==> src/rtl/nn_pkg.sv <==
// nn_pkg: sequencer FSM states and width helpers shared by the MAC sequencer files.
package nn_pkg;
    typedef enum logic [2:0] {IDLE, CLEAR, FEED, DRAIN, SETTLE, OUT, FIN} seq_state_t;
    function automatic int cnt_w(input int n);
        return $clog2(n + 1);
    endfunction
    function automatic int addr_w(input int n);
        return (n > 1) ? $clog2(n) : 1;
    endfunction
endpackage

==> src/rtl/mac_sequencer_if.sv <==
// mac_sequencer_if: per-neuron result handshake (word, neuron index, valid/ready).
interface mac_sequencer_if #(
    parameter int BIT_SIZE = 16,
    parameter int NEURONS  = 8
);
    import nn_pkg::*;
    logic [BIT_SIZE-1:0]         out_data;
    logic [addr_w(NEURONS)-1:0]  out_idx;
    logic                        out_valid;
    logic                        out_ready;
    modport master (output out_data, out_idx, out_valid, input out_ready);
    modport slave  (input out_data, out_idx, out_valid, output out_ready);
endinterface

==> src/rtl/mac_sequencer.sv <==
// mac_sequencer: walks one layer, streaming x/w pairs into an external MAC
// and handing out one clamped result per neuron over a valid/ready handshake.
module mac_sequencer
    import nn_pkg::*;
#(
    parameter int  SIZE     = 16,
    parameter int  NEURONS  = 8,
    parameter int  BIT_SIZE = 16,
    localparam int NW = cnt_w(SIZE),
    localparam int MW = cnt_w(NEURONS),
    localparam int XW = addr_w(SIZE),
    localparam int JW = addr_w(NEURONS),
    localparam int WW = addr_w(SIZE * NEURONS)
) (
    input  logic                clk,
    input  logic                rst,
    input  logic                start,
    input  logic [NW-1:0]       cfg_n_in,
    input  logic [MW-1:0]       cfg_n_out,
    output logic [XW-1:0]       x_addr,
    output logic [WW-1:0]       w_addr,
    output logic                rd_en,
    input  logic [BIT_SIZE-1:0] x_data,
    input  logic [BIT_SIZE-1:0] w_data,
    output logic [BIT_SIZE-1:0] mac_x,
    output logic [BIT_SIZE-1:0] mac_w,
    output logic                mac_en,
    output logic                mac_clr,
    input  logic [BIT_SIZE-1:0] mac_y,
    mac_sequencer_if.master     out_if,
    output logic                busy,
    output logic                done
);
    seq_state_t          r_state, w_next;
    logic [NW-1:0]       r_n_in, w_n_in_sat;
    logic [MW-1:0]       r_n_out, w_n_out_sat;
    logic [XW-1:0]       r_i;
    logic [JW-1:0]       r_j, r_out_idx;
    logic [BIT_SIZE-1:0] r_mac_x, r_mac_w, r_out_data;
    logic                r_mac_en;
    logic                w_last_i, w_last_j;

    assign w_n_in_sat  = (cfg_n_in > NW'(SIZE)) ? NW'(SIZE) : cfg_n_in;
    assign w_n_out_sat = (cfg_n_out > MW'(NEURONS)) ? MW'(NEURONS) : cfg_n_out;
    assign w_last_i    = NW'(r_i) == r_n_in - NW'(1);
    assign w_last_j    = MW'(r_j) == r_n_out - MW'(1);

    always_comb begin
        w_next = r_state;
        case (r_state)
            IDLE:    w_next = !start ? IDLE : ((w_n_out_sat == '0) ? FIN : CLEAR);
            CLEAR:   w_next = (r_n_in == '0) ? SETTLE : FEED;
            FEED:    w_next = w_last_i ? DRAIN : FEED;
            DRAIN:   w_next = SETTLE;
            SETTLE:  w_next = OUT;
            OUT:     w_next = !out_if.out_ready ? OUT : (w_last_j ? FIN : CLEAR);
            FIN:     w_next = IDLE;
            default: w_next = IDLE;
        endcase
    end

    always_ff @(posedge clk) begin
        if (rst) begin
            r_state    <= IDLE;
            r_n_in     <= '0;
            r_n_out    <= '0;
            r_i        <= '0;
            r_j        <= '0;
            r_mac_en   <= 1'b0;
            r_mac_x    <= '0;
            r_mac_w    <= '0;
            r_out_data <= '0;
            r_out_idx  <= '0;
        end else begin
            r_state  <= w_next;
            // read data is taken on the edge closing the read cycle, so the MAC sees it one cycle later
            r_mac_en <= rd_en;
            r_mac_x  <= rd_en ? x_data : '0;
            r_mac_w  <= rd_en ? w_data : '0;
            if (r_state == IDLE && start) begin
                r_n_in  <= w_n_in_sat;
                r_n_out <= w_n_out_sat;
                r_j     <= '0;
            end
            if (r_state == CLEAR) r_i <= '0;
            if (rd_en) r_i <= r_i + 1'b1;
            if (r_state == SETTLE) begin
                r_out_data <= mac_y;
                r_out_idx  <= r_j;
            end
            if (r_state == OUT && out_if.out_ready && !w_last_j) r_j <= r_j + 1'b1;
        end
    end

    assign rd_en            = r_state == FEED;
    assign x_addr           = rd_en ? r_i : '0;
    assign w_addr           = rd_en ? WW'(r_j) * WW'(r_n_in) + WW'(r_i) : '0;
    assign mac_x            = r_mac_x;
    assign mac_w            = r_mac_w;
    assign mac_en           = r_mac_en;
    assign mac_clr          = rst || r_state == CLEAR;
    assign busy             = r_state != IDLE;
    assign done             = r_state == FIN;
    assign out_if.out_valid = r_state == OUT;
    assign out_if.out_data  = r_out_data;
    assign out_if.out_idx   = r_out_idx;
endmodule

==> src/flat_wrapper.sv <==
// flat-port wrapper written by rule: the top's interface ports become plain ports
module mac_sequencer_flat import nn_pkg::*;
#(
    parameter int  SIZE     = 16,
    parameter int  NEURONS  = 8,
    parameter int  BIT_SIZE = 16,
    localparam int NW = cnt_w(SIZE),
    localparam int MW = cnt_w(NEURONS),
    localparam int XW = addr_w(SIZE),
    localparam int JW = addr_w(NEURONS),
    localparam int WW = addr_w(SIZE * NEURONS)
)
  (clk, rst, start, cfg_n_in, cfg_n_out, x_addr, w_addr, rd_en, x_data, w_data, mac_x, mac_w, mac_en, mac_clr, mac_y, busy, done, out_if_out_data, out_if_out_idx, out_if_out_valid, out_if_out_ready);
  mac_sequencer_if #(.BIT_SIZE(BIT_SIZE), .NEURONS(NEURONS)) out_if_i ();
  input  logic clk;
  input  logic rst;
  input  logic start;
  input  logic [NW-1:0] cfg_n_in;
  input  logic [MW-1:0] cfg_n_out;
  output logic [XW-1:0] x_addr;
  output logic [WW-1:0] w_addr;
  output logic rd_en;
  input  logic [BIT_SIZE-1:0] x_data;
  input  logic [BIT_SIZE-1:0] w_data;
  output logic [BIT_SIZE-1:0] mac_x;
  output logic [BIT_SIZE-1:0] mac_w;
  output logic mac_en;
  output logic mac_clr;
  input  logic [BIT_SIZE-1:0] mac_y;
  output logic busy;
  output logic done;
  output wire logic [$bits(out_if_i.out_data)-1:0] out_if_out_data;
  output wire logic [$bits(out_if_i.out_idx)-1:0] out_if_out_idx;
  output wire logic [$bits(out_if_i.out_valid)-1:0] out_if_out_valid;
  input wire logic [$bits(out_if_i.out_ready)-1:0] out_if_out_ready;
  assign out_if_out_data = out_if_i.out_data;
  assign out_if_out_idx = out_if_i.out_idx;
  assign out_if_out_valid = out_if_i.out_valid;
  assign out_if_i.out_ready = out_if_out_ready;
  mac_sequencer #(.SIZE(SIZE), .NEURONS(NEURONS), .BIT_SIZE(BIT_SIZE)) u_core (.clk(clk), .rst(rst), .start(start), .cfg_n_in(cfg_n_in), .cfg_n_out(cfg_n_out), .x_addr(x_addr), .w_addr(w_addr), .rd_en(rd_en), .x_data(x_data), .w_data(w_data), .mac_x(mac_x), .mac_w(mac_w), .mac_en(mac_en), .mac_clr(mac_clr), .mac_y(mac_y), .out_if(out_if_i), .busy(busy), .done(done));
endmodule
==> config.mk <==
export PLATFORM = sky130hd
export DESIGN_NAME = mac_sequencer_flat
export DESIGN_NICKNAME = d
export VERILOG_FILES = /design/src/rtl/nn_pkg.sv /design/src/rtl/mac_sequencer_if.sv /design/src/rtl/mac_sequencer.sv /design/src/flat_wrapper.sv
export SDC_FILE = /design/constraint.sdc
export NUM_CORES = 1
export LEC_CHECK = 0
export BUFFER_PORTS_ARGS = -buffer_cell sky130_fd_sc_hd__buf_2
export CAP_MARGIN = 20
export CORE_ASPECT_RATIO = 1.1
export CORE_MARGIN = 5
export CORE_UTILIZATION = 52
export DETAILED_ROUTE_END_ITERATION = 7
export HOLD_SLACK_MARGIN = 0.08
export PLACE_DENSITY_LB_ADDON = 0.15
export SYNTH_ARGS = -nofsm -noshare
export SYNTH_HDL_FRONTEND = slang
export SYNTH_SLANG_ARGS = --single-unit
==> constraint.sdc <==
create_clock -name clk -period 8.4 [get_ports clk]
set_input_delay 0.84 -clock clk [delete_from_list [all_inputs] [get_ports clk]]
set_output_delay 0.84 -clock clk [all_outputs]
set_load 0.02 [all_outputs]
Word level (Yosys, flattened, before mapping). Cells that the tools add are included.

Bitwise logic cells: 1. Multiplexer cells: 15. Reductions and logical operators: 12. Add/sub/neg operators: 5. Equality and inequality tests: 8. Multipliers: 1. Magnitude comparators: 2.

Operator list (count): 3-bit 2-to-1 mux (7); 3-bit case mux with 6 select lines (1); 4-bit 2-to-1 mux (4); 3-bit equality test (second input constant) (3); 7-bit by 4-bit adder with 7-bit output (1); 3-bit by 5-bit multiplier with 7-bit output (1); 7-bit 2-to-1 mux (1); 3-bit by 2-bit equality test with 1-bit output (second input constant) (2); 4-bit by 5-bit equality test with 1-bit output (1); 5-bit greater-than comparator (second input constant) (1); 5-bit zero test (1); 5-bit 2-to-1 mux (1); 5-bit by 1-bit subtractor with 5-bit output (second input constant) (1); 4-bit by 1-bit adder with 4-bit output (second input constant) (1); 3-bit by 4-bit equality test with 1-bit output (1); 4-bit greater-than comparator (second input constant) (1); 4-bit zero test (1); 2-bit nonzero test (2); 4-bit by 1-bit subtractor with 4-bit output (second input constant) (1); 3-bit by 1-bit adder with 3-bit output (second input constant) (1); 3-bit by 1-bit equality test with 1-bit output (second input constant) (1); 1-bit logical AND (3); 3-bit zero test (1); 3-bit nonzero test (1); other kinds (5) (5).

Output and inout port bits: 68. Register bits: 71.

Longest topological paths before layout.
Depth after elaboration: 6. Depth in mapped cells: 12. Gate-level depth less buffers: 11.

Worst setup path before layout. OpenSTA, ideal clock, no wires.

Kind: reg-to-output. From: reg u_core.r_n_in[2]. To: out w_addr[5]. Buffers on the path: 1. Path slack: 4.729 ns. Arrival time: 2.831 ns. Cell stages (with the launch flop): 13. Path through: dfxtp_1 -> clkbuf_1 -> nand2_1 -> fa_1 -> inv_1 -> fa_1 -> inv_1 -> fa_1 -> inv_1 -> a21o_1 -> a21oi_1 -> xor2_1 -> nor2_1.

Cells in the longest elaborated chain, start to end: 3.

RTL lines: start: declaration (line mac_sequencer.sv:35) `logic [NW-1:0] r_n_in, w_n_in_sat;`; start signal: assignment (line mac_sequencer.sv:81) `r_n_in <= w_n_in_sat;`; 3-bit by 5-bit multiplier with 7-bit output (line mac_sequencer.sv:97) `assign w_addr = rd_en ? WW'(r_j) * WW'(r_n_in) + WW'(r_i) : '0;`; 7-bit by 4-bit adder with 7-bit output (line mac_sequencer.sv:97); 7-bit 2-to-1 mux (line mac_sequencer.sv:97); end: declaration (line flat_wrapper.sv:21) `output logic [WW-1:0] w_addr;`.

No other way between the ends.

Worst setup path in the final report.
From: reg u_core.r_j[2]. To: out w_addr[6].

Cells in the longest elaborated chain, start to end: 3.

RTL lines: start: declaration (line mac_sequencer.sv:38) `logic [JW-1:0] r_j, r_out_idx;`; start signal: assignment (line mac_sequencer.sv:91) `if (r_state == OUT && out_if.out_ready && !w_last_j) r_j <= r_j + 1'b1;`; 3-bit by 5-bit multiplier with 7-bit output (line mac_sequencer.sv:97); 7-bit by 4-bit adder with 7-bit output (line mac_sequencer.sv:97); 7-bit 2-to-1 mux (line mac_sequencer.sv:97).

No other way between the ends.

==> impl_summary.log <==
INFO  metric synth-seq-area-share = between 40 and 50%
INFO  metric globalplace.congestion = 0.798
INFO  metric synth_most_common_cell = sky130_fd_sc_hd__dfxtp_1
INFO  metric worst_setup_path_start_kind = register
INFO  metric synth.cells.most_frequent = sky130_fd_sc_hd__dfxtp_1, sky130_fd_sc_hd__nand2_1, sky130_fd_sc_hd__and2_1
INFO  metric internal-power = 0.548 mW
INFO  metric crit_path_max_incr_delay = 560 ps
INFO  metric grt_use_total = around a fifth
INFO  metric synth_top_cell_area_share = 43.3%
INFO  metric synth.largest_area_cell = sky130_fd_sc_hd__dfxtp_1
INFO  metric antenna_cells_inserted = 0
INFO  metric synthFlopType = sky130_fd_sc_hd__dfxtp_1
INFO  metric path_cells = nand2_1 -> fa_1 -> inv_1 -> fa_1 -> ha_1 -> a21o_1 -> a21oi_1 -> o21ai_0 -> xnor2_1 -> nor2_1 -> buf_2
INFO  metric clkLatencyLatePin = 330 ps
INFO  metric timing.hold.ws = 454 ps
INFO  metric fraction_of_final_layout_cells_with_drive_strength_greater_than_1 = about 30%
INFO  metric firstDrtPassIters = 4
INFO  metric root_driver = sky130_fd_sc_hd__clkbuf_8
INFO  metric syn-mean-instance-area = slightly below 9 sq um
INFO  metric utilization = about two thirds
INFO  metric antenna_violations_before_repair = 0
INFO  metric routed_wire_length = just under 8000 microns
INFO  metric die-height = ~93 microns
INFO  metric post-cts-setup-buffers = 0
INFO  metric antenna_left = 0
INFO  metric dp_hpwl = slightly below 6000 microns
INFO  metric vias = 2830
INFO  metric core = between 0.006 and 0.007 sq mm
INFO  metric power_switching = between 0.2 and 0.25 mW
INFO  metric htree_num_levels = 3
INFO  metric tightest_slew = about 900 ps
INFO  metric final-hold-violation-count = 0
INFO  metric rsz0062_at_grt = no
INFO  metric drc = 0
INFO  metric achievable-frequency = 0.240 GHz
INFO  metric synth.top_cells.by_area = sky130_fd_sc_hd__dfxtp_1, sky130_fd_sc_hd__and2_1, sky130_fd_sc_hd__nand2_1
INFO  metric synth_cell_types = 48
INFO  metric finalSetupViolations = 0
INFO  metric grt_start_max_net_pins = 38
INFO  metric timing.hold.worst.class = register to register
INFO  metric ys_seq_elements = between 70 and 80
INFO  metric synth_area = 0.00328 sq mm
INFO  metric die_x = roughly 86 microns
INFO  metric area_added_between_synthesis_and_finish = 25.5%
INFO  metric clk_path_buf_depth = 2
INFO  metric min_period_over_period = 49.7%
INFO  metric seqPwrFrac = between 40 and 50%
INFO  metric io_buffer_count = 128
INFO  metric cp_common_cell = sky130_fd_sc_hd__fa_1
INFO  metric critPathArrivalTime = between 3000 and 4000 ps
INFO  metric boundaryPins = ~130
INFO  metric worst_ir_drop_vdd = between 0.15 and 0.2 mV
INFO  metric max-cap-violations = 0
INFO  metric routed_wire_length_per_instance = around 14 microns
INFO  metric synth_cells = about 370
INFO  metric cts.clk_slew.worst_paths = approximately 80 ps
INFO  metric cts_tree = yes
INFO  metric vias_in_the_first_global_route = about 2.7k
INFO  metric status = completed
INFO  metric total_power = roughly 0.79 mW
INFO  metric first_pass_grt_wire_length = 12700 microns
INFO  metric cts_resized = 0
INFO  metric max-slew-margin-rel = between 40% and 50%
INFO  metric place_inst = 560
INFO  metric finish.net_count = 573
INFO  metric cellPowerDensity = ~190 mW/mm^2
INFO  metric final.setup.tns = 0 ps
INFO  metric ys.warnings.count = 0
INFO  metric vias_per_cell = between 4 and 5
INFO  metric cellLeakagePower = 2.02 nW
INFO  metric crit_slowest_cell = sky130_fd_sc_hd__fa_1
INFO  metric final_period_minus_worst_setup_slack = approximately 4200 ps
INFO  metric stdcell_count = between 500 and 600
INFO  metric synth_async_sr_flop_share = 0%
INFO  metric worst_setup_path_end_kind = output pin
INFO  metric synth-edff-count = 0
INFO  metric clock_skew = approximately 6.7 ps
INFO  metric worstPathMaxFanout = 11
INFO  metric power.share.switching = between 30% and 40%
INFO  metric clock_sinks = 71
INFO  metric fillerInstances = around 560
INFO  metric globalRouteOverflowTotal = 0
INFO  metric die-area = approximately 0.008 sq mm
INFO  metric holdBufCountCts = 0
INFO  metric mapped_nets = about 460
INFO  metric timing.setup.critical_path_class = register to output pin
INFO  metric std_cell_rows = 30
INFO  metric effective_utilization_at_floorplan = 53.3%
INFO  metric power_frac_comb = between 10% and 20%
INFO  metric first_iter_violations = 114
INFO  metric cts_made_buffers = 9
INFO  metric maxSlewViolCount = 0
INFO  metric cp.required = 7560 ps
INFO  metric clock_power_share = between 30% and 40%
through the flow:
stage	instance area, sq um	setup slack (ps)
finish	4120	4230
global route	4120	3980
CTS	4120	4190
detailed placement	3940	4550
floorplan	3280	4730
global placement	3940	4670
power by group through the flow:
stage	combinational [mW]	clock (mW)	sequential, mW
3_5_place_dp	0.149	0	0.386
6_report	0.149	0.259	0.379
5_1_grt	0.165	0.280	0.382
4_1_cts	0.150	0.266	0.379
3_3_place_gp	0.147	0	0.385
2_1_floorplan	0.0948	0	0.391
state kept, by name (all words and copies together), names as in the netlist:
signal	cells
u_core.out_if.out_data	16
u_core.mac_x	16
u_core.out_if.out_idx	3
u_core.r_i	4
u_core.r_n_out	4
u_core.mac_w	16
u_core.mac_en	1
u_core.r_j	3
u_core.r_n_in	5
u_core.r_state	3
critical path: cells and delay by family (launching register included):
family / cells / cell delay [ps]
adders and majority gates: 3 / 1380
and+or+nand+nor: 2 / 220
DFF: 1 / 540
buffers and inverters: 2 / 220
xor gates and xnor gates: 1 / 140
AOI/OAI and AO/OA: 3 / 500
kinds of logic after synthesis:
group	count (synthesis)	synth area share, %
compound gates	60	11.5
mux	4	1.26
simple gates	161	25.2
flops	71	43.3
fa+ha+maj	21	9.38
buf+inv	40	5.14
xor+xnor	16	4.27
area by class of cell:
class | count | area [sq um] | share of cell area [%]
clock inverter | 6 | 61.3 | 1.49
multi-input combinational | 262 | 1700 | 41.2
tap | 80 | 100 | 2.43
inverter | 18 | 67.6 | 1.64
timing repair buffer | 129 | 648 | 15.7
sequential | 71 | 1420 | 34.5
clock buffer | 9 | 124 | 3.01
layout by cell type (no fill, tap or decap), types with 9 or more instances in the layout:
master and instances:
sky130_fd_sc_hd__ha_1 15, sky130_fd_sc_hd__clkbuf_8 9, sky130_fd_sc_hd__nor2_1 28, sky130_fd_sc_hd__a21oi_1 38
sky130_fd_sc_hd__inv_1 18, sky130_fd_sc_hd__buf_2 128, sky130_fd_sc_hd__nand2_1 56, sky130_fd_sc_hd__dfxtp_1 71
sky130_fd_sc_hd__and2_1 43, sky130_fd_sc_hd__xor2_1 10
layer usage:
| layer | vias to the layer above | wire [microns] | global-route usage [%] |
|---|---|---|---|
| met5 | - | 0 | 0 |
| met1 | 1271 | 3190 | 23.0 |
| li1 | 1464 | - | - |
| met2 | 88 | 3750 | 32.8 |
| met3 | 7 | 757 | 8.72 |
| met4 | 0 | 79 | 5.54 |
final timing paths:
| kind | startpoint | endpoint | slack, ps | cells after the start |
|---|---|---|---|---|
| setup / recovery | u_core.r_j[2] | w_addr[6] | 4230 | 11 |
| hold / removal | u_core.out_if.out_idx[0] | u_core.out_if.out_idx[0] | 450 | 2 |
| setup reg to reg | u_core.r_state[1] | u_core.r_state[0] | 6010 | 5 |
| hold reg to reg | u_core.out_if.out_idx[0] | u_core.out_if.out_idx[0] | 450 | 2 |
Power figures use the tool's default switching activity.
